File: src/rtl/mips_instr_encoder.sv
// Encodes MIPS instruction descriptors into 32-bit words streamed with sequential byte addresses.
// Build option: define MIPS_ENC_EXT_EN to make mnemonic codes 10..16 legal (default: only 0..9).
module mips_instr_encoder #(
  parameter logic [31:0] BASE_ADDR = 32'h0000_3000,
  parameter int unsigned DEPTH     = 1024
) (
  input  logic        clk,
  input  logic        reset,
  input  logic        clear,
  input  logic        in_valid,
  output logic        in_ready,
  input  logic [4:0]  in_mnem,
  input  logic [4:0]  in_rs,
  input  logic [4:0]  in_rt,
  input  logic [4:0]  in_rd,
  input  logic [4:0]  in_shamt,
  input  logic [25:0] in_imm,
  output logic        out_valid,
  input  logic        out_ready,
  output logic [31:0] out_instr,
  output logic [31:0] out_addr,
  output logic        full,
  output logic        err_illegal,
  output logic [7:0]  err_count
);

  typedef struct packed {
    logic [31:0] instr;
    logic [31:0] addr;
  } entry_t;

  localparam logic [31:0] LAST_IDX = 32'(DEPTH - 1);
  localparam entry_t      RST_ENTRY = '{instr: 32'd0, addr: BASE_ADDR};

  entry_t [1:0] fifoMem;
  logic         rdPtr, wrPtr;
  logic [1:0]   count;
  logic [31:0]  wrAddr, accepted;
  logic         legal;
  logic [31:0]  encWord;
  logic         accept, push, pop;

  always_comb begin
    legal   = 1'b1;
    encWord = '0;
    case (in_mnem)
      5'd0:  encWord = {6'h00, in_rs, in_rt, in_rd, 5'd0, 6'h21};
      5'd1:  encWord = {6'h00, in_rs, in_rt, in_rd, 5'd0, 6'h23};
      5'd2:  encWord = {6'h0D, in_rs, in_rt, in_imm[15:0]};
      5'd3:  encWord = {6'h23, in_rs, in_rt, in_imm[15:0]};
      5'd4:  encWord = {6'h2B, in_rs, in_rt, in_imm[15:0]};
      5'd5:  encWord = {6'h04, in_rs, in_rt, in_imm[15:0]};
      5'd6:  encWord = {6'h0F, 5'd0, in_rt, in_imm[15:0]};
      5'd7:  encWord = {6'h00, 5'd0, in_rt, in_rd, in_shamt, 6'h00};
      5'd8:  encWord = {6'h03, in_imm};
      5'd9:  encWord = {6'h00, in_rs, 15'd0, 6'h08};
`ifdef MIPS_ENC_EXT_EN
      // bgez is REGIMM: the rt slot carries the sub-opcode, not a register
      5'd10: encWord = {6'h01, in_rs, 5'b00001, in_imm[15:0]};
      5'd11: encWord = {6'h20, in_rs, in_rt, in_imm[15:0]};
      5'd12: encWord = {6'h28, in_rs, in_rt, in_imm[15:0]};
      5'd13: encWord = {6'h02, in_imm};
      5'd14: encWord = {6'h00, in_rs, in_rt, in_rd, 5'd0, 6'h2B};
      5'd15: encWord = {6'h00, in_rs, in_rt, in_rd, 5'd0, 6'h2A};
      5'd16: encWord = {6'h08, in_rs, in_rt, in_imm[15:0]};
`endif
      default: legal = 1'b0;
    endcase
  end

  assign in_ready  = (count != 2'd2) && !full;
  assign accept    = in_valid && in_ready;
  assign push      = accept && legal;
  assign out_valid = (count != 2'd0);
  assign pop       = out_valid && out_ready;
  assign out_instr = fifoMem[rdPtr].instr;
  assign out_addr  = fifoMem[rdPtr].addr;

  always_ff @(posedge clk or negedge reset) begin
    if (!reset) begin
      fifoMem <= {RST_ENTRY, RST_ENTRY};
      rdPtr   <= 1'b0;
      wrPtr   <= 1'b0;
      count   <= 2'd0;
    end else if (clear) begin
      fifoMem <= {RST_ENTRY, RST_ENTRY};
      rdPtr   <= 1'b0;
      wrPtr   <= 1'b0;
      count   <= 2'd0;
    end else begin
      if (push) begin
        fifoMem[wrPtr] <= '{instr: encWord, addr: wrAddr};
        wrPtr          <= ~wrPtr;
      end
      if (pop) rdPtr <= ~rdPtr;
      case ({push, pop})
        2'b10:   count <= count + 2'd1;
        2'b01:   count <= count - 2'd1;
        default: count <= count;
      endcase
    end
  end

  // Address/accept bookkeeping only moves on legal words; illegal ones just bump the error state.
  always_ff @(posedge clk or negedge reset) begin
    if (!reset) begin
      wrAddr      <= BASE_ADDR;
      accepted    <= '0;
      full        <= 1'b0;
      err_illegal <= 1'b0;
      err_count   <= '0;
    end else if (clear) begin
      wrAddr      <= BASE_ADDR;
      accepted    <= '0;
      full        <= 1'b0;
      err_illegal <= 1'b0;
      err_count   <= '0;
    end else begin
      if (push) begin
        wrAddr   <= wrAddr + 32'd4;
        accepted <= accepted + 32'd1;
        if (accepted == LAST_IDX) full <= 1'b1;
      end
      if (accept && !legal) begin
        err_illegal <= 1'b1;
        if (err_count != 8'hFF) err_count <= err_count + 8'd1;
      end
    end
  end

endmodule

File: config.mk
export PLATFORM = sky130hd
export DESIGN_NAME = mips_instr_encoder
export DESIGN_NICKNAME = d
export VERILOG_FILES = /design/src/rtl/mips_instr_encoder.sv
export SDC_FILE = /design/constraint.sdc
export NUM_CORES = 1
export LEC_CHECK = 0
export BUFFER_PORTS_ARGS = -buffer_cell sky130_fd_sc_hd__buf_2
export CAP_MARGIN = 20
export CORE_MARGIN = 2
export CORE_UTILIZATION = 28
export CTS_BUF_LIST = sky130_fd_sc_hd__clkbuf_4 sky130_fd_sc_hd__clkbuf_8 sky130_fd_sc_hd__clkbuf_16
export CTS_CLUSTER_DIAMETER = 60
export DETAILED_ROUTE_END_ITERATION = 8
export GPL_TIMING_DRIVEN = 0
export PLACE_DENSITY = 0.47
export SETUP_SLACK_MARGIN = 0.1
export SLEW_MARGIN = 15
export SYNTH_ARGS = -nofsm -noshare
export SYNTH_HDL_FRONTEND = slang
export SYNTH_SLANG_ARGS = --single-unit
File: constraint.sdc
create_clock -name clk -period 2.76 [get_ports clk]
set_clock_uncertainty 0.15 [all_clocks]
set_input_delay 0.552 -clock clk [delete_from_list [all_inputs] [get_ports clk]]
set_output_delay 0.552 -clock clk [all_outputs]
set_load 0.005 [all_outputs]
**After elaboration in Yosys (flattened, before gate mapping)**

Index checks and enable logic that the tools add are counted.

- Register bits: 206
- Bits of input ports: 56
- Output and inout port bits: 76
- Logic and storage cells: 82

- $add $sub $neg: 5
- Order comparisons: 3
- Equal/unequal tests: 14
- Multiplexer cells: 27
- Bitwise gates (word level): 2
- Reduce and logical (&&, ||, !) cells: 19

Operator list:

| cell | number |
|---|---|
| $pmux W32 S10 | 1 |
| $mux W128 | 2 |
| $mux W64 | 3 |
| $bwmux W128 | 1 |
| $mux W32 | 4 |
| $demux W64 S1 | 1 |
| $add A32 B1 Y32 const B | 1 |
| $add A32 B3 Y32 const B | 1 |
| $eq A32 B10 Y1 const B | 1 |
| $mux W8 | 3 |
| $eq A5 B3 Y1 const B | 4 |
| $reduce_bool A2 Y1 | 6 |
| $eq A5 B2 Y1 const B | 2 |
| $eq A5 B4 Y1 const B | 2 |
| $mux W1 | 10 |
| $reduce_or A10 Y1 | 1 |
| $add A8 B1 Y8 const B | 1 |
| $ne A8 B8 Y1 const B | 1 |
| $logic_and A1 B1 Y1 | 6 |
| $eq A5 B1 Y1 const B | 1 |
| $logic_not A5 Y1 | 1 |
| $lt A1 B2 Y1 const B | 2 |
| $pmux W2 S2 | 1 |
| $reduce_and A2 Y1 | 2 |
| other kinds (10) | 12 |

**Longest topological paths before layout**

Gate-level depths: netlist of the first run.

- Depth in word-level cells: 7
- Mapped depth: 9

**Worst setup path before layout of the first run**

OpenSTA, ideal clock, no wires.

- Kind: input to register
- Start: in in_mnem[1]
- End: reg fifoMem[48] in the netlist's numbering
- Setup time: 0.123 ns
- Data arrival time: 2.123 ns
- Required time: 2.487 ns
- Path slack: 0.364 ns
- Cell stages on the path: 9
- Path through: buf_6 o21a_4 or4_1 buf_4 nor2_2 nor2_1 buf_2 buf_6 o2bb2ai_2

- Word-level cells in the longest chain between the ends: 5

RTL lines:

| what | RTL line | RTL |
|---|---|---|
| from (decl) | 12 | `input logic [4:0] in_mnem,` |
| $eq A5 B4 Y1, or another cell as far along | 46 | `case (in_mnem)` |
| $pmux W32 S10 or $reduce_or A10 Y1 (tied branches) | - |  |
| $bwmux W128 or $mux W1 (tied branches) | 92, 46 |  |
| $mux W128 or $logic_and A1 B1 Y1 (tied branches) | 91, 73 |  |
| $mux W128 or $reduce_bool A2 Y1 (tied branches) | - |  |
| to (signal assigned) | 81 | `fifoMem <= {RST_ENTRY, RST_ENTRY};` |
| to (signal assigned) | 86 | `fifoMem <= {RST_ENTRY, RST_ENTRY};` |
| to (signal, indexed assignment) | 92 | `fifoMem[wrPtr] <= '{instr: encWord, addr: wrAddr};` |
| to (decl) | 35 | `entry_t [1:0] fifoMem;` |

Parallel ways exist; a longest one is shown, timed or not. The select of a mux whose other input is x is not followed.
A chain may end at the register's enable or synchronous reset.

**Final worst setup path of the first run**

- Start: reg count[1]
- End: reg fifoMem[38] in the netlist's numbering

- Word-level cells in the longest chain between the ends: 5

RTL lines:

| what | RTL line | RTL |
|---|---|---|
| from (decl) | 37 | `logic [1:0] count;` |
| from (signal assigned) | 97 | `2'b10: count <= count + 2'd1;` |
| from (signal assigned) | 98 | `2'b01: count <= count - 2'd1;` |
| from (signal assigned) | 99 | `default: count <= count;` |
| $ne A2 B2 Y1 | 71 | `assign in_ready = (count != 2'd2) && !full;` |
| $logic_and A1 B1 Y1 | 71 |  |
| $logic_and A1 B1 Y1 | 72 | `assign accept = in_valid && in_ready;` |
| $logic_and A1 B1 Y1 | 73 | `assign push = accept && legal;` |
| $reduce_bool A2 Y1 (no line) | - |  |

Every way passes these cells.

==> results.sh, run 1 <==
export IMPL_cts_sinks=200
export IMPL_path_cells="nor2b_1 > buf_2 > or4_1 > buf_4 > nor2_2 > nor2_2 > buf_2 > buf_6 > o2bb2ai_2"
export IMPL_synth_largest_area_cell="dfrtp_1"
export IMPL_initial_core_util_pct=28.35
export IMPL_tightest_slew_ps=964.1
export IMPL_die_w_um=190.6
export IMPL_ys_warn_count=0
export IMPL_critPathKind="flop to flop"
export IMPL_p_per_area_mw_per_mm2=511.1
export IMPL_startpoint_type="flop"
export IMPL_critPathMaxFanout=10
export IMPL_finalCritPeriodShare_pct=91.47
export IMPL_synth_area_top_cells="dfrtp_1, a22o_1, mux2_2"
export IMPL_yosys_top_cells_count="dfrtp_1, a22o_1, nor2_1, mux2_2, nand2_1"
export IMPL_crit_family="simple AND/OR/NAND/NOR gates"
export IMPL_grt_pass1_wl_um=43910
export IMPL_arrival_ps=2700
export IMPL_area_delta_synth_final_pct=19.75
export IMPL_setup_viol=0
export IMPL_final_hold_viol_count=0
export IMPL_cap_violations=0
export IMPL_crit_path_end_kind="flop"
export IMPL_drv_slew=0
export IMPL_ant_nets=0
export IMPL_grt_pass1_vias=7281
export IMPL_fin_nets=1093
export IMPL_synth_edf_count=0
export IMPL_clockRootBuffer="clkbuf_16"
export IMPL_ys_seq_area_share_pct=51.43
export IMPL_post_drt_wl_per_cell_um=18.60
export IMPL_gr_total_overflow=0
export IMPL_coreArea_mm2=0.03437
export IMPL_synthMostInstantiatedCell="dfrtp_1"
export IMPL_fmax_ghz=0.3961
export IMPL_antenna_found_initial=1
export IMPL_slowest_delay_ps=510
export IMPL_netlist_area_leader_share_pct=49.81
export IMPL_io_buffers=127
export IMPL_row_count=68
export IMPL_routed_via_count=7495
export IMPL_synthArstFlopShare_pct=100.0
export IMPL_drt_pass1_iter_count=5
export IMPL_clkLatencyLatePin_ps=450
export IMPL_cts_tree="built"
export IMPL_synth_ff_type="dfrtp_1"
export IMPL_io_pins=132
export IMPL_yosysUniqueCellTypes=61
export IMPL_drt_iter0_drc=437
export IMPL_cts_reportedPaths_clkPinSlew_ps=80
export IMPL_viasPerCell=4.990
export IMPL_crit_buf_inv=4
export IMPL_synthesis_nets=940
export IMPL_min_period_ps=2525
export IMPL_cp_required_ps=2940
export IMPL_grt_max_degree=82
export IMPL_die_h_um=190.6
export IMPL_antenna_cells=0
export IMPL_grt_use_total_pct=15.76
export IMPL_ir_drop_v=0.0004338
export IMPL_synth_seq_cells=200
export IMPL_leakage_nw=5.298
export IMPL_dp_slack_ps=-543.7
export IMPL_syn_area_mm2=0.009746
export IMPL_dp_cells=1465
export IMPL_gp_congestion=0.7663
export IMPL_setup_slack_ps=235.3
export IMPL_drt_total_wl_um=27930
export IMPL_slowest_stage="or4_1"
export IMPL_status="finished clean"
export IMPL_cts_buffer_depth=2
export IMPL_htree_levels=4
export IMPL_placed_cell_area_mm2=0.01102
export IMPL_dieArea_mm2=0.03631
export IMPL_dp_hpwl_um=19600
export IMPL_cts_buffers=17
export IMPL_syn_inst=881
export IMPL_stdcell_count=1502
export IMPL_drive_above_1_share_pct=28.75
export IMPL_synth_avg_cell_area_um2=11.06
export IMPL_drc=0
export IMPL_hold_path_class="input port to flop"
export IMPL_slew_headroom_pct=35.49
export IMPL_rsz0062_at_grt="no"
export IMPL_design_area_mm2=0.01167
==> kinds of logic after synthesis <==
| family | share of synthesized area, % |
|---|---|
| compound gates | 16.01 |
| fa+ha+maj | 0.5906 |
| flops | 51.43 |
| simple gates | 15.82 |
| mux | 7.498 |
| other cells | 0.03848 |
| xor+xnor | 4.853 |
| buf+inv | 3.762 |
==> where the power goes <==
part	total, mW	switching, mW	internal (mW)
combinational	0.520	0.341	0.178
sequential	2.98	0.0242	2.95
clock	2.47	1.25	1.22
==> area by class of cell <==
type / count / area (um2)
timing repair buffer: 136 / 755.7
buffer: 60 / 327.8
clock buffer: 18 / 439.2
fill: 3559 / 22700
multi-input combinational: 606 / 4380
clock inverter: 14 / 135.1
tap: 455 / 569.3
sequential: 200 / 5014
inverter: 13 / 48.80
==> worst register-to-register path: stages (launching register included) <==
cell,delay [ps]
dfrtp_1,420
nor2b_1,140
buf_2,190
or4_1,510
buf_4,210
nor2_2,130
nor2_2,90
buf_2,240
buf_6,190
o2bb2ai_2,130
==> metal layers <==
layer | GRT usage [%] | up-vias | share of wire, %
met5 | 0 | - | 0.036
met4 | 3.399 | 2 | 0.75
met3 | 2.742 | 14 | 3.6
met2 | 24.57 | 142 | 47
met1 | 22.82 | 3794 | 49
li1 | - | 3543 | -
==> per-stage QoR <==
step | power (mW) | hold slack (ps) | util, % | setup TNS [ps]
finish | 5.965 | 260.2 | 33.95 | 0
global route | 6.220 | 248.6 | 33.95 | 0
detailed placement | 3.552 | 322.7 | 32.05 | -24160
global placement | 3.541 | 304.9 | 31.86 | -545300
floorplan | 3.296 | 106.4 | - | 0
CTS | 6.052 | 243.0 | 33.85 | 0
==> worst paths after layout <==
| check | startpoint | to | slack (ps) | cells past startpoint |
|---|---|---|---|---|
| worst max-delay path | count[1] | fifoMem[38] | 240 | 9 |
| worst min-delay path | in_imm[16] | fifoMem[48] | 260 | 3 |
| worst max register to register | count[1] | fifoMem[38] | 240 | 9 |
| worst min register to register | fifoMem[77] | fifoMem[77] | 330 | 2 |
| max in group asynchronous | reset | fifoMem[77] | 840 | 4 |
| min in group asynchronous | reset | accepted[26] | 480 | 2 |
==> sequential cells by signal, summed over array words and instances (netlist names) <==
| signal | count |
|---|---|
| accepted | 32 |
| count | 2 |
| err_count | 8 |
| err_illegal | 1 |
| fifoMem | 124 |
| full | 1 |
| rdPtr | 1 |
| wrAddr | 30 |
| wrPtr | 1 |
==> layout by cell type (no fill, tap or decap), types with 4 or more instances in the layout <==
master,netlist,final
a21oi_1,28,27
a22o_1,103,103
a22oi_1,11,11
and3_1,7,7
and4_1,7,7
buf_2,14,142
buf_4,4,11
buf_6,7,7
clkbuf_1,33,28
clkbuf_16,0,17
dfrtp_1,194,193
dfstp_2,6,6
inv_1,13,13
inv_8,0,4
mux2_2,63,63
nand2_1,55,55
nand2b_1,9,8
nand3_1,24,24
nand4_1,25,25
nor2_1,72,71
nor3_1,15,15
nor3b_1,4,4
nor4_1,15,15
nor4_2,4,4
o21ai_0,24,24
o21ai_1,11,11
o2bb2ai_2,10,10
or3_1,15,15
xnor2_1,31,31
xor2_1,23,23
==> repair_timing <==
| action | in CTS | in global routing |
|---|---|---|
| resized for setup | 11 | 4 |
| endpoints found under the setup margin | 126 | 98 |
| pin swaps | 1 | 1 |
| buffers inserted | 2 | 4 |
| endpoints found under the hold margin | 65 | 0 |
| gates cloned | 0 | 0 |
| hold buffers | 1 | 0 |
Note: power is estimated with default switching activity, not from simulation.
==> run 2, diff against run 1 <==
- ABC_AREA: default -> 1
- MAX_ROUTING_LAYER: default -> met4
- PLACE_DENSITY: 0.47 -> 0.46
- RECOVER_POWER: default -> 50
==> run 2 against run 1 <==
- routed wire length rose by 38%
- sequential cell count did not move
- highest routed layer is now met4
- via count rose by 49%
- critical path type is now flop to primary output
- synthesized cell count rose by 93%
- clock power rose by 5%
- die area rose by 17%
- non-clock buffer count rose by 3
- register-to-register slack improved by 80 ps
- global-route usage rose by 3.5 points
- sequential share of layout area fell by 5.5 points
- first-iteration DRC count rose by 55%
==> results.sh, run 2 <==
export IMPL_status="finished clean"
export IMPL_grt_pass1_vias=10970
export IMPL_yosys_top_cells_count="nand2_1, nor2_1, dfrtp_1, inv_1, nand3_1"
export IMPL_crit_path_end_kind="primary output"
export IMPL_io_buffers=129
export IMPL_viasPerCell=4.662
export IMPL_drt_iter0_drc=678
export IMPL_ys_warn_count=0
export IMPL_yosysUniqueCellTypes=36
export IMPL_gr_total_overflow=0
export IMPL_most_common_layout_cells="nand2_1, nor2_1, dfrtp_1"
export IMPL_syn_area_mm2=0.01143
export IMPL_cp_required_ps=2060
export IMPL_synthArstFlopShare_pct=100.0
export IMPL_cts_buffer_depth=2
export IMPL_area_delta_synth_final_pct=17.12
export IMPL_tightest_slew_ps=796.8
export IMPL_clkLatencyLatePin_ps=450
export IMPL_rr_endpoint="fifoMem[72]"
export IMPL_die_w_um=206.0
export IMPL_drt_pass1_iter_count=6
export IMPL_stdcell_count=2397
export IMPL_rr_worst_depth=10
export IMPL_dp_hpwl_um=28930
export IMPL_grt_use_total_pct=19.30
export IMPL_post_route_util_pct=33.01
export IMPL_min_to="fifoMem[54]"
export IMPL_cts_tree="built"
export IMPL_drc=0
export IMPL_synthMostInstantiatedCell="nand2_1"
export IMPL_drv_slew=0
export IMPL_ys_seq_area_share_pct=43.85
export IMPL_synth_avg_cell_area_um2=6.719
export IMPL_antenna_cells=0
export IMPL_synth_edf_count=0
export IMPL_cts_buffers=17
export IMPL_antenna_found_initial=0
export IMPL_ir_drop_v=0.0004430
export IMPL_drive_above_1_share_pct=12.33
export IMPL_final_hold_viol_count=0
export IMPL_critPathMaxFanout=10
export IMPL_startpoint_type="flop"
export IMPL_whs_path_depth=5
export IMPL_r2r_start="count[0]"
export IMPL_critPathKind="flop to primary output"
export IMPL_gp_congestion=0.8962
export IMPL_leakage_nw=6.792
export IMPL_hold_start="in_rs[1]"
export IMPL_coreArea_mm2=0.04055
export IMPL_synth_area_top_cells="dfrtp_1, nand2_1, nor2_1"
export IMPL_hold_path_class="input port to flop"
export IMPL_initial_core_util_pct=28.18
export IMPL_synth_seq_cells=200
export IMPL_io_pins=132
export IMPL_synth_largest_area_cell="dfrtp_1"
export IMPL_fmax_ghz=0.3905
export IMPL_routed_via_count=11180
export IMPL_netlist_area_leader_share_pct=42.47
export IMPL_setup_viol=0
export IMPL_grt_max_degree=92
export IMPL_dieArea_mm2=0.04245
export IMPL_min_period_ps=2561
export IMPL_ant_nets=0
export IMPL_row_count=74
export IMPL_clockRootBuffer="clkbuf_16"
export IMPL_cap_violations=0
export IMPL_p_per_area_mw_per_mm2=495.5
export IMPL_drt_total_wl_um=38480
export IMPL_tns_ps=0
export IMPL_fin_nets=1911
export IMPL_grt_pass1_wl_um=61440
export IMPL_post_drt_wl_per_cell_um=16.05
export IMPL_finalCritPeriodShare_pct=92.77
export IMPL_cts_sinks=200
export IMPL_reg_top3="fifoMem: 124 flops, accepted: 32 flops, wrAddr: 30 flops"
export IMPL_final_common_cell="nand2_1"
export IMPL_cts_reportedPaths_clkPinSlew_ps=90
export IMPL_top_register="fifoMem"
export IMPL_synth_ff_type="dfrtp_1"
export IMPL_rsz0062_at_grt="no"
export IMPL_syn_inst=1701
export IMPL_cts_setup_buffers=0
export IMPL_rrSetupSlack_ps=320
export IMPL_synthesis_nets=1760
export IMPL_dp_cells=2364
export IMPL_largest_reg_flops=124
export IMPL_die_h_um=206.0
export IMPL_arrival_ps=1860
export IMPL_slew_headroom_pct=46.88
export IMPL_htree_levels=4
==> run 2: cell type report <==
class / count / area (um2)
clock buffers: 17 / 425.4
inverters: 137 / 514.2
fillers: 4532 / 27170
well taps: 532 / 665.6
plain buffers: 67 / 325.3
multi-input cells: 1297 / 5557
clock inverters: 15 / 177.7
repair buffers: 132 / 709.4
flip-flops and latches: 200 / 5012
==> run 2: layer usage <==
metal  GRT usage, %  part of all wire (%)  wire length (um)  vias up
li1               -                     -                 -     5682
met4          4.133                   1.3               482        0
met2          31.56                    47             17980      215
met3          2.681                   3.9              1486       28
met5              -                     0                 0        -
met1          25.50                    48             18530     5251
==> run 2: what timing repair did <==
item                                   in CTS  in global routing
hold buffers                                1                  0
setup endpoints to repair                  60                  9
gates resized for setup                     9                  6
endpoints found under the hold margin      52                  0
==> run 2: stage by stage <==
step	instance area (um2)	hold WS, ps	setup WS, ps	power (mW)
after floorplan	11430	106.4	857.3	3.624
after global placement	12740	308.3	-2807	4.113
after CTS	13430	246.9	131.8	6.752
after global routing	13390	289.5	87.68	6.947
final	13390	262.6	199.5	6.633
after detailed placement	12810	309.3	160.4	4.129
==> run 2: worst max-delay path by stage <==
stage / from / slack, ps / to
finish: rdPtr / 200 / out_instr[28]
CTS: rdPtr / 130 / out_instr[27]
detailed placement: rdPtr / 160 / out_instr[11]
global route: count[0] / 90 / fifoMem[72]
floorplan: in_mnem[2] / 860 / accepted[26]
global placement: reset / -2810 / fifoMem[104]
==> run 2: cells by family after synthesis <==
| group | Yosys count | share of synthesized area (%) |
|---|---|---|
| adder cells (fa/ha/maj) | 3 | 0.3284 |
| other | 1 | 0.03281 |
| AND/OR/NAND/NOR | 1123 | 40.31 |
| buffers and inverters | 204 | 7.291 |
| XOR/XNOR | 11 | 0.8429 |
| flip-flops | 200 | 43.85 |
| AO/OA/AOI/OAI | 159 | 7.345 |
==> run 2: worst max-delay path: stages (launching register included) <==
cell      delay (ps)
dfrtp_1          400
inv_2            160
clkbuf_1         490
nand2_1          110
nand2_1          120
buf_2            120
==> run 2: report_power, final <==
| part | switching, mW | internal, mW | leakage, nW |
|---|---|---|---|
| logic | 0.755 | 0.240 | 3.74 |
| clock network | 1.36 | 1.23 | 0.288 |
| registers | 0.0496 | 3.00 | 2.76 |
==> run 3, diff against run 2 <==
- CORE_UTILIZATION: 28 -> 40
- PLACE_DENSITY: 0.46 -> 0.6
==> run 3 against run 2 <==
- the flow now finishes with violations (max-capacitance violations, max-slew violations)
- cell area is 1.1% lower
- global-route usage is 5.2 points higher
- via count is 0.85% higher
- hold slack better by 16 ps
- sequential power hardly changed
- die area is 29% lower
- critical endpoint is now out_instr[29]
- largest cell class unchanged
==> results.sh, run 3 (synthesis gave the netlist of run 2 again) <==
export IMPL_rr_worst_depth=10
export IMPL_min_to="fifoMem[120]"
export IMPL_grt_use_total_pct=24.50
export IMPL_grt_max_degree=71
export IMPL_placed_cell_area_mm2=0.01261
export IMPL_cts_buffers=17
export IMPL_final_hold_viol_count=0
export IMPL_rsz0062_at_grt="no"
export IMPL_final_common_cell="nand2_1"
export IMPL_io_pins=132
export IMPL_critPathKind="flop to primary output"
export IMPL_antenna_cells=0
export IMPL_hold_path_class="input port to flop"
export IMPL_dp_hpwl_um=26410
export IMPL_r2r_start="count[0]"
export IMPL_tns_ps=0
export IMPL_gp_congestion=0.9371
export IMPL_ir_drop_v=0.0003824
export IMPL_dieArea_mm2=0.02994
export IMPL_largest_reg_flops=124
export IMPL_drive_above_1_share_pct=12.39
export IMPL_leakage_nw=6.812
export IMPL_reg_top3="fifoMem: 124 flops, accepted: 32 flops, wrAddr: 30 flops"
export IMPL_post_route_util_pct=47.38
export IMPL_total_power_mw=6.831
export IMPL_cp_required_ps=2060
export IMPL_ant_nets=0
export IMPL_cts_buffer_depth=2
export IMPL_cap_violations=1
export IMPL_crit_path_end_kind="primary output"
export IMPL_startpoint_type="flop"
export IMPL_clkLatencyLatePin_ps=430
export IMPL_setup_slack_ps=270.0
export IMPL_whs_path_depth=5
export IMPL_clockRootBuffer="clkbuf_16"
export IMPL_min_period_ps=2490
export IMPL_die_w_um=173.0
export IMPL_slew_headroom_pct=-13.79
export IMPL_rr_endpoint="fifoMem[59]"
export IMPL_most_common_layout_cells="nand2_1, nor2_1, dfrtp_1"
export IMPL_viasPerCell=5.025
export IMPL_gr_total_overflow=0
export IMPL_fmax_ghz=0.4016
export IMPL_dp_slack_ps=252.5
export IMPL_drv_slew=69
export IMPL_drc=0
export IMPL_fin_nets=1911
export IMPL_post_drt_wl_per_cell_um=15.73
export IMPL_drt_total_wl_um=35280
export IMPL_die_h_um=173.0
export IMPL_cts_sinks=200
export IMPL_critPathMaxFanout=10
export IMPL_design_area_mm2=0.01324
export IMPL_hold_start="in_rs[3]"
export IMPL_io_buffers=129
export IMPL_drt_iter0_drc=951
export IMPL_antenna_found_initial=0
export IMPL_cts_setup_buffers=0
export IMPL_arrival_ps=1790
export IMPL_routed_via_count=11270
export IMPL_htree_levels=4
export IMPL_coreArea_mm2=0.02793
export IMPL_setup_viol=0
export IMPL_top_register="fifoMem"
export IMPL_fill_cells=2962
export IMPL_finalCritPeriodShare_pct=90.22
export IMPL_area_delta_synth_final_pct=15.81
export IMPL_drt_pass1_iter_count=6
export IMPL_p_per_area_mw_per_mm2=516.1
export IMPL_cts_reportedPaths_clkPinSlew_ps=90
export IMPL_tightest_slew_ps=1707
export IMPL_row_count=61
export IMPL_grt_pass1_vias=10640
export IMPL_grt_pass1_wl_um=57050
export IMPL_failed_checks="max-capacitance violations, max-slew violations"
export IMPL_cts_tree="built"
export IMPL_rrSetupSlack_ps=280
export IMPL_status="complete, but fails checks"
export IMPL_initial_core_util_pct=40.92
run 3: cell types whose count changed in the layout (fill, tap and decap cells not counted), sizes merged:
cell	before	now
clkinvlp	1	0
clkinv	8	7
buf	155	167
bufinv	0	3
inv	143	142
clkbuf	60	48
run 3: area by class of cell:
cell class | count | area (um2) | area share [%]
inverters | 137 | 514.2 | 3.885
multi-input cells | 1297 | 5557 | 41.98
clock buffers | 17 | 425.4 | 3.214
clock inverters | 15 | 232.7 | 1.758
repair buffers | 132 | 695.7 | 5.256
plain buffers | 67 | 326.6 | 2.467
flip-flops and latches | 200 | 5012 | 37.87
well taps | 378 | 473.0 | 3.573
run 3: how the worst max path moves through the flow:
stage | from | to | slack (ps) | cells after the start
after CTS | rdPtr | out_instr[10] | 160 | 5
after global routing | count[0] | fifoMem[46] | 70 | 10
final | rdPtr | out_instr[29] | 270 | 5
after global placement | reset | fifoMem[25] | -2560 | 1
after floorplan | in_mnem[2] | accepted[26] | 860 | 11
after detailed placement | rdPtr | out_instr[10] | 250 | 5
run 3: worst max-delay path: stages (launching register included):
cell and delay, ps:
dfrtp_1 390, inv_2 150, clkbuf_1 470, nand2_1 110, nand2_1 110, buf_2 120
run 3: metrics by stage:
stage | hold slack (ps) | std cells
3_5_place_dp | 308.8 | 2210
5_1_grt | 294.9 | 2243
3_3_place_gp | 305.6 | 2208
6_report | 278.4 | 2243
4_1_cts | 266.8 | 2243
2_1_floorplan | 106.4 | 1701
run 3: power by group:
group | internal (mW) | total (mW) | switching, mW | leakage (nW)
logic | 0.238 | 0.981 | 0.743 | 3.73
registers | 3.00 | 3.05 | 0.0518 | 2.76
clock network | 1.49 | 2.80 | 1.31 | 0.319
run 3: repair_timing:
item                                    in CTS  in global routing
endpoints found under the hold margin       67                  0
hold buffers                                 1                  0
endpoints found under the setup margin      60                 13
resized for setup                            5                 10
run 3: layer usage:
metal | track usage [%] | up-vias | wire length (um)
met2 | 37.63 | 263 | 15970
met5 | - | - | 0
met1 | 34.93 | 5323 | 17420
met3 | 3.078 | 21 | 1541
met4 | 4.873 | 0 | 350
li1 | - | 5664 | -
